<file path="src/rtl/sprite_layer_arbiter.sv">
// Per-pixel arbiter between a background colour and NUM_SPRITES rectangular sprites.
// Sprite config is double-buffered; a commit copies shadow to active at the next vsync rising edge.
module sprite_layer_arbiter #(
    parameter int unsigned NUM_SPRITES = 4,
    parameter int unsigned SPRITE_W    = 32,
    parameter int unsigned SPRITE_H    = 32,
    parameter logic [11:0] BG_RESET    = 12'h000
) (
    input  logic        clk,
    input  logic        rst,
    input  logic [10:0] curr_x,
    input  logic [9:0]  curr_y,
    input  logic        vsync,
    input  logic        wr_en,
    input  logic [1:0]  wr_slot,
    input  logic [10:0] wr_x,
    input  logic [9:0]  wr_y,
    input  logic [11:0] wr_colour,
    input  logic        wr_vis,
    input  logic        bg_wr,
    input  logic [11:0] bg_colour,
    input  logic        commit,
    output logic        commit_ack,
    output logic        busy,
    output logic [3:0]  red_out,
    output logic [3:0]  gre_out,
    output logic [3:0]  blu_out,
    output logic [2:0]  hit_slot,
    output logic [15:0] frame_cnt
);

    localparam int unsigned XW = 11;
    localparam int unsigned YW = 10;
    localparam int unsigned CW = 12;
    localparam int          NS = int'(NUM_SPRITES);

    typedef enum logic [1:0] {
        IDLE    = 2'd0,
        PENDING = 2'd1,
        ACK     = 2'd2
    } state_t;

    state_t state, state_next;
    logic   copy_c;
    logic   vsync_q;
    logic   boundary_c;

    logic [XW-1:0] sh_x   [NUM_SPRITES];
    logic [YW-1:0] sh_y   [NUM_SPRITES];
    logic [CW-1:0] sh_col [NUM_SPRITES];
    logic          sh_vis [NUM_SPRITES];
    logic [CW-1:0] sh_bg;

    logic [XW-1:0] act_x   [NUM_SPRITES];
    logic [YW-1:0] act_y   [NUM_SPRITES];
    logic [CW-1:0] act_col [NUM_SPRITES];
    logic          act_vis [NUM_SPRITES];
    logic [CW-1:0] act_bg;

    logic [NUM_SPRITES-1:0] hit_c;
    logic [NUM_SPRITES-1:0] s1_hit;
    logic [CW-1:0]          s1_col [NUM_SPRITES];
    logic [CW-1:0]          s1_bg;
    logic [CW-1:0]          sel_col_c;
    logic [2:0]             sel_slot_c;

    assign boundary_c = vsync & ~vsync_q;

    // Frame boundary detection and frame counter
    always_ff @(posedge clk) begin
        if (rst) begin
            vsync_q   <= 1'b0;
            frame_cnt <= 16'd0;
        end else begin
            vsync_q <= vsync;
            if (boundary_c) begin
                frame_cnt <= frame_cnt + 16'd1;
            end
        end
    end

    // Commit FSM state register; busy/ack are registered decodes of the next state
    always_ff @(posedge clk) begin
        if (rst) begin
            state      <= IDLE;
            busy       <= 1'b0;
            commit_ack <= 1'b0;
        end else begin
            state      <= state_next;
            busy       <= (state_next == PENDING);
            commit_ack <= (state_next == ACK);
        end
    end

    // Commit FSM next state; a commit seen alongside a boundary in IDLE waits a full frame
    always_comb begin
        state_next = state;
        copy_c     = 1'b0;
        case (state)
            IDLE: begin
                if (commit) begin
                    state_next = PENDING;
                end
            end
            PENDING: begin
                if (boundary_c) begin
                    copy_c     = 1'b1;
                    state_next = ACK;
                end
            end
            ACK: begin
                state_next = IDLE;
            end
            default: begin
                state_next = IDLE;
            end
        endcase
    end

    // Shadow registers, writable at any time
    always_ff @(posedge clk) begin
        if (rst) begin
            for (int i = 0; i < NS; i++) begin
                sh_x[i]   <= '0;
                sh_y[i]   <= '0;
                sh_col[i] <= '0;
                sh_vis[i] <= 1'b0;
            end
            sh_bg <= BG_RESET;
        end else begin
            if (wr_en && (32'(wr_slot) < NUM_SPRITES)) begin
                sh_x[wr_slot]   <= wr_x;
                sh_y[wr_slot]   <= wr_y;
                sh_col[wr_slot] <= wr_colour;
                sh_vis[wr_slot] <= wr_vis;
            end
            if (bg_wr) begin
                sh_bg <= bg_colour;
            end
        end
    end

    // Active registers; the copy sees the shadow value from before any same-cycle write
    always_ff @(posedge clk) begin
        if (rst) begin
            for (int i = 0; i < NS; i++) begin
                act_x[i]   <= '0;
                act_y[i]   <= '0;
                act_col[i] <= '0;
                act_vis[i] <= 1'b0;
            end
            act_bg <= BG_RESET;
        end else if (copy_c) begin
            for (int i = 0; i < NS; i++) begin
                act_x[i]   <= sh_x[i];
                act_y[i]   <= sh_y[i];
                act_col[i] <= sh_col[i];
                act_vis[i] <= sh_vis[i];
            end
            act_bg <= sh_bg;
        end
    end

    // Stage 1 hit test; right/bottom edges are one bit wider so off-screen sprites clip
    always_comb begin
        hit_c = '0;
        for (int i = 0; i < NS; i++) begin
            hit_c[i] = act_vis[i]
                    && (curr_x >= act_x[i])
                    && ({1'b0, curr_x} < ({1'b0, act_x[i]} + 12'(SPRITE_W)))
                    && (curr_y >= act_y[i])
                    && ({1'b0, curr_y} < ({1'b0, act_y[i]} + 11'(SPRITE_H)));
        end
    end

    always_ff @(posedge clk) begin
        if (rst) begin
            s1_hit <= '0;
            for (int i = 0; i < NS; i++) begin
                s1_col[i] <= '0;
            end
            s1_bg <= BG_RESET;
        end else begin
            s1_hit <= hit_c;
            for (int i = 0; i < NS; i++) begin
                s1_col[i] <= act_col[i];
            end
            s1_bg <= act_bg;
        end
    end

    // Stage 2 fixed priority: lowest slot index wins
    always_comb begin
        sel_col_c  = s1_bg;
        sel_slot_c = 3'd7;
        for (int i = NS - 1; i >= 0; i--) begin
            if (s1_hit[i]) begin
                sel_col_c  = s1_col[i];
                sel_slot_c = 3'(i);
            end
        end
    end

    always_ff @(posedge clk) begin
        if (rst) begin
            red_out  <= BG_RESET[11:8];
            gre_out  <= BG_RESET[7:4];
            blu_out  <= BG_RESET[3:0];
            hit_slot <= 3'd7;
        end else begin
            red_out  <= sel_col_c[11:8];
            gre_out  <= sel_col_c[7:4];
            blu_out  <= sel_col_c[3:0];
            hit_slot <= sel_slot_c;
        end
    end

endmodule

</file>
<file path="config.mk">
export PLATFORM = sky130hd
export DESIGN_NAME = sprite_layer_arbiter
export DESIGN_NICKNAME = d
export VERILOG_FILES = /design/src/rtl/sprite_layer_arbiter.sv
export SDC_FILE = /design/constraint.sdc
export NUM_CORES = 1
export LEC_CHECK = 0
export CAP_MARGIN = 40
export CORE_ASPECT_RATIO = 1.25
export CORE_MARGIN = 3
export CORE_UTILIZATION = 45
export CTS_BUF_LIST = sky130_fd_sc_hd__clkbuf_8
export DETAILED_ROUTE_END_ITERATION = 12
export DONT_BUFFER_PORTS = 1
export HOLD_SLACK_MARGIN = 0.12
export SLEW_MARGIN = 20
export SYNTH_ARGS = -nofsm -noshare
export SYNTH_HDL_FRONTEND = slang
export SYNTH_SLANG_ARGS = --single-unit
</file>
<file path="constraint.sdc">
create_clock -name clk -period 4.2 [get_ports clk]
set_clock_uncertainty 0.05 [all_clocks]
set_input_delay 0.63 -clock clk [delete_from_list [all_inputs] [get_ports clk]]
set_output_delay 0.63 -clock clk [all_outputs]
set_load 0.03 [all_outputs]
</file>
Yosys cells after proc, flatten, opt, wreduce, memory -nomap -nowiden
Memories as Yosys holds them, arrays and structs flattened.
Index checks and enable logic that the tools add are counted.
- flip-flop bits (word level): 76
- memory bits (writable): 320
- input port bits: 75
- output and inout port bits: 33
- word-level logic and storage cells: 147
- memories kept: 9
- memory list (name ; depth ; bits a word ; rd ports ; clocked after memory_dff ; wr ports ; line ; text):
    act_col ; 4 ; 12 ; 4 ; 0 ; 4 ; 56 ; logic [CW-1:0] act_col [NUM_SPRITES];
    s1_col ; 4 ; 12 ; 4 ; 0 ; 4 ; 62 ; logic [CW-1:0] s1_col [NUM_SPRITES];
    sh_col ; 4 ; 12 ; 4 ; 0 ; 4 ; 50 ; logic [CW-1:0] sh_col [NUM_SPRITES];
    act_x ; 4 ; 11 ; 4 ; 0 ; 4 ; 54 ; logic [XW-1:0] act_x [NUM_SPRITES];
    sh_x ; 4 ; 11 ; 4 ; 0 ; 4 ; 48 ; logic [XW-1:0] sh_x [NUM_SPRITES];
    act_y ; 4 ; 10 ; 4 ; 0 ; 4 ; 55 ; logic [YW-1:0] act_y [NUM_SPRITES];
    +3 memories ; -- ; -- ; -- ; -- ; -- ; -- ;
- $add $sub $neg: 9
- $lt $le $gt $ge: 16
- equal/unequal tests: 3
- mux-type cells: 54
- bitwise gates (word level): 22
- reduce and logical (&&, ||, !) cells: 21
- operator list (kind ; number):
    $mux 12 ; 13
    $mux 11 ; 5
    $mux 10 ; 5
    $add 11x6->12 const B ; 4
    $lt 11x12->1 ; 4
    $add 10x6->11 const B ; 4
    $ge 11x11->1 ; 4
    $lt 10x11->1 ; 4
    $ge 10x10->1 ; 4
    $mux 1 ; 20
    $or 1x1->1 ; 20
    $add 16x1->16 const B ; 1
    $logic_and 1x1->1 ; 16
    $mux 2 ; 6
    $mux 3 ; 4
    $reduce_or 12->1 ; 1
    $reduce_or 11->1 ; 1
    $reduce_or 10->1 ; 1
    $eq 2x1->1 const B ; 2
    $pmux 2 s2 ; 1
    $eq 2x2->1 const B ; 1
    $logic_not 2->1 ; 1
    $and 1x1->1 ; 1
    $not 1->1 ; 1
    $reduce_or 1->1 ; 1

Longest topological paths before layout
Gate-level depths: netlist (run 1).
- depth after elaboration: 8
- mapped depth: 10
- gate-level depth less buffers: 10

Worst setup path before layout (run 1)
OpenSTA, ideal clock, no wires.
- kind: in2reg
- from: input port vsync
- to: memory act_col[3][0], enable pin
- setup time: 0.454 ns
- arrival time: 3.390 ns
- data required time: 3.696 ns
- path slack: 0.306 ns
- stages: 8
- path buffers: 3
- cell sequence: nor2b_2 > buf_4 > nand2_2 > nor2_1 > nor2_1 > buf_2 > buf_4 > inv_1
- RTL lines (what ; line ; text):
    start: declaration ; 13 ; input logic vsync,
    end: declaration ; 56 ;

==> key figures, run 1 <==
Outcome
  • Status: complete, no violations

Clock network
  • CTS tree: built
  • Postcts setup bufs: 0
  • Post-cts resize count: 0
  • Num CTS Buffers: 56
  • TritonCTS sink count: 396
  • Worst skew pair latency: 610 ps
  • CTS clk-pin slew, worst paths: 70 ps
  • Clk root buf: clkbuf_8
  • Clock tree buffer depth: 3
  • H-tree depth: 2

Finish
  • Nets: 1,759
  • Area growth syn-to-layout: 12.8%
  • Ratio of cells with drive above 1 in the final layout: 6.96%

Detailed routing
  • Antenna Nets Post-Route: 0
  • DRT iter0 DRCs: 515
  • Via count: 10,700
  • Drt pass-1 iters: 4
  • Remaining DRCs: 0
  • Routed Wire Length: 38,200 um
  • Drt via density: 5.14
  • Avg WL per Cell: 18.3 um

Worst setup path
  • Worst R2R Start: vsync_q
  • Critical Path Start: vsync_q
  • Crit end category: flop
  • R2r setup slk: 1600 ps
  • Crit Path Category: reg2reg
  • R2R Path End: act_x[0][36]
  • Worst setup endpoint: act_x[0][36]
  • Crit path DAT: 2840 ps
  • CP max FO: 49
  • Type of origin of the critical path: flop
  • FF-to-FF path depth: 7
  • CP required: 4440 ps

Synthesis
  • Post-synth top area share: 40.1%
  • Synthesized area per cell: 11.9 um2
  • Synth area leaders: edfxtp_1, dfxtp_1, ha_1
  • Mapped Cells: 1,488
  • Seq/Total Area, Yosys: 58.2%
  • FF+latch count, synth: 396
  • Synth area leader: edfxtp_1
  • Syn nets: 1,700
  • Synthesis warning total: 0
  • Post-synth top flop: edfxtp_1
  • Ys async rst share: 0%
  • EDFF count, synth: 236
  • Mapped Area: 0.0177 mm2
  • Count of cell types in the netlist: 55
  • Most frequent cells after synthesis: and2_1, edfxtp_1, dfxtp_1

Placed design
  • HPWL after DPL: 26,000 um
  • # port buffers: 0
  • Final GP Congestion: 0.816

STA
  • Period utilization: 61.9%
  • Setup violators final: 0
  • Final count of pins violating max slew: 0
  • Final min period: 2600 ps
  • Slew HR: 42.9%
  • Unrepaired setup endpoints after global routing: false
  • Slew at the pin closest to its max-slew limit: 854 ps
  • Setup TNS: 0 ps
  • Final hold slack: 171 ps
  • Peak Freq: 384 MHz
  • Final hold violation count: 0

Hold path
  • Min-Delay Path Class: in2reg

Floorplanning
  • Die Y: 228 um
  • # IOs: 108
  • Width of the die: 183 um
  • Initial Utilization: 46.0%
  • Site Rows: 80
  • Die area: 0.0417 mm2
  • Core ar.: 0.0384 mm2

Global routing
  • Number of global-route vias before repair: 10,900
  • Total global-route track usage: 18.3%
  • Initial antenna violation count: 2
  • Largest net degree at the start of global routing: 150
  • Global-route wire length before repair: 59,400 um
  • Gr ovfl total: 0

Pwr
  • Cell area power density: 409 mW/mm2
  • Static Leak: 7.91 nW
  • Peak supply drop: 0.297 mV

Job
  • Max-cap viol count: 0
[per-layer routing]
layer | track usage (%) | share of wire [%]
met1 | 22.7 | 44
met2 | 32.3 | 50
met3 | 3.20 | 3.9
met4 | 6.22 | 2.8
met5 | 0 | 0
[stage by stage]
step	power, mW	std cells	instance area (um2)	setup WS [ps]	util, %
floorplan	4.93	1488	17700	306	-
global placement	5.07	1935	18200	1290	47.4
detailed placement	5.11	1941	18300	1250	47.7
CTS	8.26	2087	19900	1580	51.8
global route	8.50	2088	19900	1460	51.8
finish	8.16	2088	19900	1600	51.8
[kinds of logic after synthesis]
family / after synthesis / share of synthesized area [%]
AND/OR/NAND/NOR: 518 / 16.6
flip-flops: 396 / 58.2
AO/OA/AOI/OAI: 207 / 7.95
buffers and inverters: 151 / 3.34
adder cells (fa/ha/maj): 137 / 9.70
XOR/XNOR: 42 / 2.08
multiplexers: 37 / 2.10
[report_power, final]
| part | switching [mW] | internal [mW] | leakage (nW) | total (mW) |
|---|---|---|---|---|
| Combinational | 0.370 | 0.288 | 3.55 | 0.658 |
| Clock | 1.41 | 1.67 | 0.690 | 3.08 |
| Sequential | 0.0915 | 4.32 | 3.67 | 4.41 |
[layout by cell type (no fill, tap or decap), drive strengths merged, types with 3 or more instances in the layout]
master and count:
nand3 37, a211oi 6, nor4 4, nor3b 3, and4 3, nand4 14
a21o 15, nand2b 9, o22ai 5, xor2 10, nand2 37, o211ai 4
dfxtp 160, o2111ai 7, inv 117, a22o 48, nor2 77, clkinv 10
dlygate4sd3 39, nor3 19, nor2b 71, bufinv 3, o21a 9, xnor2 32
a21oi 50, mux2i 37, and2 236, o21ai 39, ha 137, clkbuf 69
a31oi 6, buf 20, a2111oi 3, edfxtp 236
[cell type report]
type,instances,area [um2]
timing repair buffer,59,649
fill,3405,18500
sequential,396,10300
clock inverter,37,236
antenna,1,2.50
clock buffer,69,950
inverter,93,352
tap,492,616
multi-input combinational,941,6830
[worst min-delay path by stage]
stage                   from  depth (start not counted)            to
6_report        wr_colour[9]                          1  sh_col[0][9]
2_1_floorplan  act_col[3][0]                          1  s1_col[3][0]
4_1_cts              wr_y[2]                          1    sh_y[1][2]
5_1_grt         wr_colour[9]                          1  sh_col[1][9]
3_5_place_dp   act_col[3][0]                          1  s1_col[3][0]
3_3_place_gp   act_col[3][2]                          1  s1_col[3][2]
[sequential cells by signal, summed over array words and instances, names as in the netlist, 4 cells and up]
name and cells:
act_vis 4, gre_out 4, s1_hit 4, frame_cnt 16
sh_col 48, sh_y 40, s1_col 48, sh_x 44
act_y 40, s1_bg 12, act_bg 12, blu_out 4
sh_vis 4, act_col 48, act_x 44, sh_bg 12
red_out 4
[critical path: stages (launching register included)]
cell     delay (ps)
dfxtp_1         310
nor2b_2         340
nand2_2         150
nor2_1          190
nor2_4           40
buf_4           290
inv_4           500
buf_4           350
[repair_timing]
action / CTS / global route
endpoints found under the setup margin: 0 / 0
hold buffers: 40 / 0
hold endpoints to repair: 139 / 0
Power figures use the tool's default switching activity.
==> run 2, diff against run 1 <==
--- a/config.mk
+++ b/config.mk
@@ -5,6 +5,7 @@
 export SDC_FILE = /design/constraint.sdc
 export NUM_CORES = 1
 export LEC_CHECK = 0
+export ABC_AREA = 1
 export CAP_MARGIN = 40
 export CORE_ASPECT_RATIO = 1.25
 export CORE_MARGIN = 3
==> constraint.sdc (replaced) <==
create_clock -name clk -period 2.55 [get_ports clk]
set_clock_uncertainty 0.05 [all_clocks]
set_input_delay 0.3825 -clock clk [delete_from_list [all_inputs] [get_ports clk]]
set_output_delay 0.3825 -clock clk [all_outputs]
set_load 0.03 [all_outputs]
==> key figures, run 2 <==
Outcome
  • Status: complete, no violations

Hold path
  • Min-Delay Path Class: in2reg
  • Hold Crit Start: curr_x[10]

Worst setup path
  • CP max FO: 4
  • Type of origin of the critical path: flop
  • Worst R2R Start: act_x[0][38]
  • Crit path DAT: 2600 ps
  • Slowest-stage cell, CP: edfxtp_1
  • Critical Path Most Common Cell: nand2_1
  • Cells along the critical path: ha_1 -> xnor2_1 -> ha_1 -> a21o_1 -> nor2_1 -> nand2_1 -> nand2_1 -> nand2_1 -> nand2_1 -> nand3_1 -> nor2_1
  • Critical Path Start: act_x[0][38]
  • Crit Path Category: reg2reg
  • CP peak stage delay: 440 ps
  • CP required: 3020 ps
  • Crit end category: flop

Placed design
  • # port buffers: 0
  • HPWL after DPL: 28,600 um
  • Final GP Congestion: 0.848
  • DP Cell Count: 2,458

Floorplanning
  • Die area: 0.0430 mm2
  • Die Y: 231 um
  • # IOs: 108
  • Width of the die: 186 um
  • Initial Utilization: 46.1%
  • Core ar.: 0.0396 mm2
  • Site Rows: 81

Global routing
  • Global-route wire length before repair: 68,300 um
  • Gr ovfl total: 0
  • Total global-route track usage: 20.1%
  • Initial antenna violation count: 1
  • Number of global-route vias before repair: 13,200
  • Largest net degree at the start of global routing: 71

Synthesis
  • Count of cell types in the netlist: 40
  • Synth area leaders: edfxtp_1, dfxtp_1, ha_1
  • Synth area leader: edfxtp_1
  • Main combinational cell family by area after synthesis: simple AND/OR/NAND/NOR gates
  • Synth Area in Simple Gates: 16.2%
  • Ys async rst share: 0%
  • Most common cell in the netlist: inv_1
  • Synthesized area per cell: 9.34 um2
  • Synthesis warning total: 0
  • Xor/xnor share of the synthesized area: 1.30%
  • Syn nets: 2,166
  • FF+latch count, synth: 396
  • Post-synth top flop: edfxtp_1
  • Seq/Total Area, Yosys: 56.4%
  • Post-synthesis mux area share: 0.658%
  • Most frequent cells after synthesis: inv_1, nor2_1, nand2_1
  • EDFF count, synth: 236
  • Post-synth top area share: 38.8%
  • Mapped Cells: 1,954
  • Adder-Cell Fraction of Synth Area: 9.39%
  • Mapped Area: 0.0183 mm2
  • Compound-Gate Fraction of Synth Area: 6.55%

Finish
  • Ratio of cells with drive above 1 in the final layout: 6.24%
  • Most frequent cells in the layout: inv_1, nor2_1, nand2_1, edfxtp_1, dfxtp_1
  • Most common cell after layout, fill and taps aside: inv_1
  • Biggest regs: act_col x48, s1_col x48, sh_col x48
  • Nets: 2,265
  • Area growth syn-to-layout: 13.9%
  • Non-Filler Instances: 2,638

STA
  • Final min period: 2130 ps
  • Peak Freq: 469 MHz
  • Period utilization: 83.5%
  • Slew HR: 52.5%
  • Setup TNS: 0 ps
  • Final count of pins violating max slew: 0
  • Unrepaired setup endpoints after global routing: false
  • Final hold violation count: 0
  • Setup violators final: 0
  • Slew at the pin closest to its max-slew limit: 711 ps

Pwr
  • Peak supply drop: 0.546 mV
  • Cell area power density: 650 mW/mm2
  • Static Leak: 9.08 nW
  • Internal: 10.2 mW
  • Sw Ratio: 24.8%
  • Clock group share of total power: 36.1%
  • P_sw: 3.35 mW
  • Combinational power share: 10.0%
  • Register share of total power: 53.9%
  • Design Power: 13.5 mW

Clock network
  • Clk root buf: clkbuf_8
  • Worst skew pair latency: 620 ps
  • Num CTS Buffers: 57
  • Clock tree buffer depth: 3
  • CTS tree: built
  • CTS clk-pin slew, worst paths: 70 ps
  • H-tree depth: 2
  • TritonCTS sink count: 396

Detailed routing
  • Drt pass-1 iters: 5
  • Routed Wire Length: 42,800 um
  • Drt via density: 4.90
  • Antenna Nets Post-Route: 0
  • Avg WL per Cell: 16.2 um
  • DRT iter0 DRCs: 784
  • Remaining DRCs: 0
  • Via count: 12,900

Job
  • Max-cap viol count: 0
==> run 2: cell types whose count changed after synthesis, sizes merged, moves of 48 or more <==
cell   before  now
nor2b      71    0
inv        92  378
nand2      37  239
a22o       48    0
nor2       77  365
o21ai      39  112
and2      236    0
==> run 2: logic make-up (layout without fill, tap and decap cells) <==
kind of cell	Yosys count	count (layout)
AND/OR/NAND/NOR	720	720
XOR/XNOR	27	27
AO/OA/AOI/OAI	225	225
buffers and inverters	437	581
multiplexers	12	12
other	0	1
adder cells (fa/ha/maj)	137	137
flip-flops	396	396
==> run 2: layout make-up <==
| cell class | instances | area, um2 |
|---|---|---|
| multi-input combinational | 1121 | 6280 |
| antenna | 1 | 2.50 |
| fill | 3576 | 18800 |
| inverter | 379 | 1420 |
| timing repair buffer | 98 | 1010 |
| sequential | 396 | 10300 |
| clock buffer | 65 | 895 |
| clock inverter | 39 | 215 |
| tap | 539 | 674 |
==> run 2: routing by layer <==
layer  track usage [%]  vias up  share of wire (%)
met1              24.1     6045                 41
met2              35.5      320                 50
met3              3.86       93                5.4
li1                  -     6459                  -
met5                 0        -                  0
met4              7.50        0                3.6
==> run 2: metrics by stage <==
stage	hold slack (ps)	setup WS, ps	area, um2	util, %
2_1_floorplan	353	19.6	18300	-
6_report	162	420	20800	52.5
5_1_grt	160	239	20800	52.5
3_3_place_gp	364	486	18900	47.7
3_5_place_dp	366	429	18900	47.7
4_1_cts	121	53.0	20700	52.3
==> run 2: final timing paths <==
check                 end  cells after the start  slack (ps)
min reg2reg  s1_col[0][1]                      2         360
max             s1_hit[3]                     11         420
min             s1_hit[2]                      6         160
max reg2reg     s1_hit[3]                     11         420
==> run 2: timing repair <==
item	in CTS	in global routing
setup buffers	0	1
hold endpoints to repair	221	0
hold buffers	72	0
setup endpoints to repair	0	1
gates resized for setup	0	4
==> run 2: critical path: cells and delay by family (launching register included) <==
family | cells | cell delay (ps)
xor+xnor | 1 | 170
flops | 1 | 440
compound gates | 1 | 180
fa+ha+maj | 2 | 530
simple gates | 7 | 670
==> run 2: power groups by stage <==
| stage | clock, mW | sequential, mW | combinational (mW) |
|---|---|---|---|
| after floorplan | 0 | 7.37 | 0.905 |
| after global placement | 0 | 7.41 | 1.19 |
| after detailed placement | 0 | 7.42 | 1.22 |
| after CTS | 4.99 | 7.29 | 1.35 |
| after global routing | 5.28 | 7.32 | 1.56 |
| final | 4.87 | 7.29 | 1.35 |
